File: config.mk
export PLATFORM = sky130hd
export DESIGN_NAME = mul_feeder
export DESIGN_NICKNAME = d
export VERILOG_FILES = /design/src/rtl/mul_feeder.sv
export SDC_FILE = /design/constraint.sdc
export NUM_CORES = 1
export LEC_CHECK = 0
export BUFFER_PORTS_ARGS = -buffer_cell sky130_fd_sc_hd__buf_2
export CORE_AREA = 3 3 103 105
export DETAILED_ROUTE_END_ITERATION = 10
export DIE_AREA = 0 0 106 108
export GPL_ROUTABILITY_DRIVEN = 0
export PLACE_DENSITY_LB_ADDON = 0.12
export REMOVE_ABC_BUFFERS = 1
export SLEW_MARGIN = 40
export SYNTH_ARGS = -nofsm -noshare
export SYNTH_HDL_FRONTEND = slang
export SYNTH_SLANG_ARGS = --single-unit
File: constraint.sdc
create_clock -name clk -period 2.7 [get_ports clk]
set_input_delay 0.405 -clock clk [delete_from_list [all_inputs] [get_ports clk]]
set_output_delay 0.405 -clock clk [all_outputs]
set_load 0.01 [all_outputs]
File: src/rtl/mul_feeder.sv
`default_nettype none
// +--------------------------------------------------------------------------+
// | mul_feeder: queues operand pairs and sequences them onto a shared bus    |
// | for a multi-cycle multiplier, with a bounded wait and timeout abort.     |
// | Rev 1.0                                                                  |
// +--------------------------------------------------------------------------+
module mul_feeder #(
  parameter int W     = 16,
  parameter int DEPTH = 2,
  parameter int TMO   = 255
) (
  input  logic         clk,
  input  logic         rst_n,
  input  logic         in_valid,
  output logic         in_ready,
  input  logic [W-1:0] in_a,
  input  logic [W-1:0] in_b,
  output logic         mul_start,
  output logic [W-1:0] mul_data,
  input  logic         mul_done,
  input  logic [W-1:0] mul_prod,
  output logic         out_valid,
  input  logic         out_ready,
  output logic [W-1:0] out_prod,
  output logic         out_err
);

  localparam int                c_ptr_w    = $clog2(DEPTH);
  localparam int                c_cnt_w    = $clog2(DEPTH + 1);
  localparam logic [c_ptr_w-1:0] c_ptr_last = c_ptr_w'(DEPTH - 1);
  localparam logic [c_ptr_w-1:0] c_ptr_one  = c_ptr_w'(1);
  localparam logic [c_cnt_w-1:0] c_cnt_full = c_cnt_w'(DEPTH);
  localparam logic [c_cnt_w-1:0] c_cnt_one  = c_cnt_w'(1);
  localparam logic [15:0]        c_tmo_last = 16'(TMO - 1);

  typedef enum logic [2:0] {
    IDLE = 3'd0,
    LDA  = 3'd1,
    LDB  = 3'd2,
    WAIT = 3'd3,
    OUT  = 3'd4
  } state_t;

  state_t r_state;
  state_t w_state_nxt;

  logic [W-1:0]       r_fifo_a [DEPTH];
  logic [W-1:0]       r_fifo_b [DEPTH];
  logic [c_ptr_w-1:0] r_wr_ptr;
  logic [c_ptr_w-1:0] r_rd_ptr;
  logic [c_cnt_w-1:0] r_count;
  logic [W-1:0]       r_a;
  logic [W-1:0]       r_b;
  logic [15:0]        r_wait_cnt;
  logic [W-1:0]       r_out_prod;
  logic               r_out_err;

  logic w_empty;
  logic w_push;
  logic w_pop;
  logic w_tmo_hit;

  // in_ready looks only at the registered count, so a pop never frees a slot
  // for a push in the same cycle.
  assign in_ready  = (r_count != c_cnt_full);
  assign w_empty   = (r_count == '0);
  assign w_push    = in_valid && in_ready;
  assign w_pop     = (r_state == IDLE) && !w_empty;
  assign w_tmo_hit = (r_wait_cnt == c_tmo_last);
  assign out_prod  = r_out_prod;
  assign out_err   = r_out_err;

  always_ff @(posedge clk) begin
    if (w_push) begin
      r_fifo_a[r_wr_ptr] <= in_a;
      r_fifo_b[r_wr_ptr] <= in_b;
    end
  end

  always_ff @(posedge clk or negedge rst_n) begin
    if (!rst_n) begin
      r_wr_ptr <= '0;
      r_rd_ptr <= '0;
      r_count  <= '0;
    end else begin
      if (w_push) begin
        r_wr_ptr <= (r_wr_ptr == c_ptr_last) ? '0 : r_wr_ptr + c_ptr_one;
      end
      if (w_pop) begin
        r_rd_ptr <= (r_rd_ptr == c_ptr_last) ? '0 : r_rd_ptr + c_ptr_one;
      end
      case ({w_push, w_pop})
        2'b10:   r_count <= r_count + c_cnt_one;
        2'b01:   r_count <= r_count - c_cnt_one;
        default: r_count <= r_count;
      endcase
    end
  end

  always_ff @(posedge clk or negedge rst_n) begin
    if (!rst_n) begin
      r_state <= IDLE;
    end else begin
      r_state <= w_state_nxt;
    end
  end

  always_comb begin
    w_state_nxt = r_state;
    mul_start   = 1'b0;
    mul_data    = '0;
    out_valid   = 1'b0;
    case (r_state)
      IDLE: begin
        if (!w_empty) w_state_nxt = LDA;
      end
      LDA: begin
        mul_start   = 1'b1;
        mul_data    = r_a;
        w_state_nxt = LDB;
      end
      LDB: begin
        mul_data    = r_b;
        w_state_nxt = WAIT;
      end
      WAIT: begin
        mul_data = r_b;
        if (mul_done || w_tmo_hit) w_state_nxt = OUT;
      end
      OUT: begin
        out_valid = 1'b1;
        if (out_ready) w_state_nxt = IDLE;
      end
      default: w_state_nxt = IDLE;
    endcase
  end

  // The wait counter leaves WAIT no later than TMO, so 16 bits never wrap.
  always_ff @(posedge clk or negedge rst_n) begin
    if (!rst_n) begin
      r_a        <= '0;
      r_b        <= '0;
      r_wait_cnt <= '0;
      r_out_prod <= '0;
      r_out_err  <= 1'b0;
    end else begin
      if (w_pop) begin
        r_a <= r_fifo_a[r_rd_ptr];
        r_b <= r_fifo_b[r_rd_ptr];
      end
      if (r_state == LDB) begin
        r_wait_cnt <= '0;
      end else if (r_state == WAIT) begin
        r_wait_cnt <= r_wait_cnt + 16'd1;
        if (mul_done) begin
          r_out_prod <= mul_prod;
          r_out_err  <= 1'b0;
        end else if (w_tmo_hit) begin
          r_out_prod <= '0;
          r_out_err  <= 1'b1;
        end
      end
    end
  end

endmodule
`default_nettype wire

==> Implementation_results.wiki <==
{| class="wikitable"
! Metric !! Value
|-
| Type of element capturing the critical path || output port
|-
| Clock transition at the registers of the reported paths || 60 ps
|-
| Pin count of the biggest net entering global routing || 73
|-
| DRC marker count from the first detailed-route iteration || 146
|-
| Number of antenna violations at the first check in global routing || 0
|-
| Number of remaining DRC errors || 0
|-
| Post-layout instance count excluding filler cells || 664
|-
| Number of detailed-routing iterations run before antenna repair || 6
|-
| Setup repair after global routing missed its margin || no
|-
| Layout cells sized above 1 || 26.0%
|-
| Vias in the first global route || 3553
|-
| Sequential cell area fraction in the yosys report || 68.2%
|-
| Synth area leader || sky130_fd_sc_hd__edfxtp_1
|-
| Static leakage || 0.00285 uW
|-
| Sum of routed wire length over all layers || 10.4 mm
|-
| # IOs || 89
|-
| Post-CTS setup repair buffer count || 0
|-
| Worst ir drop on vdd || between 0.6 and 0.7 mV
|-
| Initial cell density of the core || between 50 and 60%
|-
| Die Outline Area || 11400 um2
|-
| Total non-filler cell area in the finished layout || 6660 um2
|-
| Diode insertion count for antenna repair || 0
|-
| Ratio of routed vias to standard cells || 5.39
|-
| Area contributors post-synth || sky130_fd_sc_hd__edfxtp_1 35%, sky130_fd_sc_hd__dfrtp_1 33%, sky130_fd_sc_hd__mux2i_1 6.2%
|-
| Portion of the clock cycle consumed by the worst path in the final layout || around 93%
|-
| TritonCTS clock tree || done
|-
| Slew margin rel. || 48.3%
|-
| Clock period minus final worst setup slack || approximately 2500 ps
|-
| Post-synthesis cell count || about 420
|-
| Beginning of the critical path || r_state[0]
|-
| Core region area || 9730 um2
|-
| Total global routing overflow || 0
|-
| Capturing element of the worst setup path || mul_data[12]
|-
| Number of input and output port buffers inserted || a little under 90
|-
| Worst min path class || in2reg
|-
| Startpoint of the lowest-slack register-to-register path || r_wait_cnt[8]
|-
| Final Setup Violations || 0
|-
| # Max-Cap Violations || 0
|-
| # placed instances || 631
|-
| Synthesis Warnings || 0
|-
| Via Count || 3581
|-
| Number of pins with negative max-slew slack in the final report || 0
|-
| Total clock sinks || approximately 140
|-
| Classification of the worst setup path || reg2out
|-
| Synth top area share || 35.2%
|-
| Minimum hold slack || between 70 and 80 ps
|-
| Cell area after placement || 6090 um2
|-
| Filler instances || 751
|-
| Deepest clock path buffer count || 2
|-
| Required time worst endpoint || 2300 ps
|-
| Number of synthesized register bits || 136
|-
| Hold Vio Cnt, Final || 0
|-
| Cell chosen for the clock root || sky130_fd_sc_hd__clkbuf_8
|-
| Outcome || finished clean
|-
| Power density cells || 1200 nW/um2
|-
| R2R Path End || out_prod[2]
|-
| Worst Path Arrival || 2100 ps
|-
| Largest fanout on the critical path || 17
|-
| Area overhead of the layout relative to synthesis || 21.9%
|-
| Max H-tree Level || 4
|-
| Achievable clock frequency || between 300 and 400 MHz
|-
| R2r setup slk || approximately 580 ps
|-
| Net count, final || 574
|-
| Clock insertion delay at the later pin of the skew report || 510 ps
|-
| Count of unique library cells instantiated by Yosys || 37
|-
| Least-Margin Pin Slew || between 700 and 800 ps
|-
| Number of gates resized after CTS || 0
|-
| Synthesized area divided by synthesized cell count || 12.9 um2
|-
| X dimension of the die || 106 um
|-
| Detail-routed net length per standard cell || between 15 and 20 um
|-
| Total half-perimeter wirelength after legalization and detailed placement || 6.59 mm
|-
| Worst Reg2Reg Path Length in Cells || 4
|-
| Count of antenna-violating nets left after detailed routing || 0
|-
| GRT Util Overall || just under 20%
|-
| Nature of the critical path startpoint || register
|-
| CTS Buf Count || 17
|-
| Chip Height || 108 um
|-
| Post-Synthesis Cell Area || roughly 5500 um2
|-
| Post-route clock skew || between 9 and 10 ps
|-
| Site row count || 36
|-
| First-pass GRT wire length || between 15 and 20 mm
|-
| Cts hold-fix bufs || 1
|}
state kept, by name, indices dropped and copies added (netlist names):
name / count
r_fifo_b: 32
r_count: 2
out_prod: 16
r_fifo_a: 32
out_err: 1
r_state: 3
r_rd_ptr: 1
r_b: 16
r_a: 16
r_wr_ptr: 1
r_wait_cnt: 16
how the worst min path moves through the flow:
stage	endpoint	slack, ps	from	depth (start not counted)
floorplan	out_err	110	rst_n	0
global placement	r_count[1]	480	r_count[1]	1
detailed placement	out_err	470	rst_n	1
CTS	r_fifo_b[1][13]	50	in_b[13]	1
global route	r_fifo_a[1][14]	50	in_a[14]	1
finish	r_fifo_b[0][13]	70	in_b[13]	1
layout by cell type, fill, tap and decap left out, types with 3 or more instances in the layout:
cell / netlist / routed
sky130_fd_sc_hd__buf_2: 2 / 87
sky130_fd_sc_hd__dfrtp_1: 72 / 71
sky130_fd_sc_hd__edfxtp_1: 64 / 64
sky130_fd_sc_hd__nor2_1: 46 / 44
sky130_fd_sc_hd__a21oi_1: 38 / 38
sky130_fd_sc_hd__mux2i_1: 34 / 34
sky130_fd_sc_hd__o21ai_0: 23 / 23
sky130_fd_sc_hd__inv_1: 21 / 21
sky130_fd_sc_hd__a22o_1: 17 / 17
sky130_fd_sc_hd__a22oi_1: 16 / 16
sky130_fd_sc_hd__clkbuf_16: 0 / 16
sky130_fd_sc_hd__nand2_1: 10 / 10
sky130_fd_sc_hd__xnor2_1: 9 / 9
sky130_fd_sc_hd__buf_4: 0 / 8
sky130_fd_sc_hd__nand3_1: 6 / 6
sky130_fd_sc_hd__nor3_1: 5 / 5
sky130_fd_sc_hd__or3_1: 4 / 4
sky130_fd_sc_hd__nand2b_1: 3 / 3
sky130_fd_sc_hd__xor2_1: 3 / 3
sky130_fd_sc_hd__nor4_1: 4 / 3
sky130_fd_sc_hd__ha_1: 3 / 3
sky130_fd_sc_hd__clkinv_4: 0 / 3
sky130_fd_sc_hd__clkinv_2: 0 / 3
metrics by stage:
stage	utilization, %	setup slack, ps	total power (uW)	TNS, ps
after floorplan	-	-3630	4940	-103840
after global placement	62.6	625	5810	0
after detailed placement	62.6	576	5900	0
after CTS	68.4	173	8070	0
after global routing	68.4	37.3	8520	0
final	68.4	191	7990	0
critical path, stage by stage (launching register included):
cell                      delay, ps
sky130_fd_sc_hd__dfrtp_1        530
sky130_fd_sc_hd__nor2_1          80
sky130_fd_sc_hd__or2_2          300
sky130_fd_sc_hd__nor2_2          80
sky130_fd_sc_hd__buf_4          250
sky130_fd_sc_hd__a22o_1         210
sky130_fd_sc_hd__buf_2          130
Yosys cell counts (all sizes together):
cell and count:
ha 3, nand3 7, nand2 10, inv 21, or4 3, nor2 46
buf 4, edfxtp 64, o21ai 23, and3 3, xor2 3, dfrtp 72
xnor2 9, a31o 1, nand4b 1, o21bai 1, or2 2, and2 1
o41ai 1, nand2b 3, or4b 1, nor2b 2, nand4 2, o31ai 2
mux2i 34, nor4 4, a22oi 16, nand3b 1, clkbuf 18, a21oi 38
or3 4, a31oi 1, a22o 17, nor3 5
cell type report:
class,count,area [um2],area share [%]
Sequential cell,136,3720,56.0
Multi-Input combinational cell,244,1590,24.0
Timing Repair Buffer,98,537,8.07
Clock buffer,19,422,6.34
Tap cell,133,166,2.50
Clock inverter,13,133,1.99
Inverter,21,78.8,1.18
layer usage:
metal  routed length [um]  GRT usage, %  part of all wire, %
met4                  110          6.94                  1.1
met2                 5330          33.0                   51
met5                    0             0                    0
met3                  608          5.73                  5.8
met1                 4370          24.2                   42
kinds of logic (layout without fill, tap and decap cells):
family                     Yosys count  count (layout)  synth area share (%)
AOI/OAI and AO/OA                  100             100                  11.6
xor gates and xnor gates            12              12                  1.92
adders and majority gates            3               3                 0.687
buffers and inverters               43             151                  3.00
DFF                                136             136                  68.2
muxes                               34              34                  6.23
and+or+nand+nor                     95              95                  8.41
power breakdown:
| group | internal [uW] | switching [uW] | total [uW] |
|---|---|---|---|
| combinational | 1110 | 1430 | 2540 |
| clock | 1310 | 827 | 2130 |
| sequential | 2880 | 437 | 3310 |
Power figures use the tool's default switching activity.
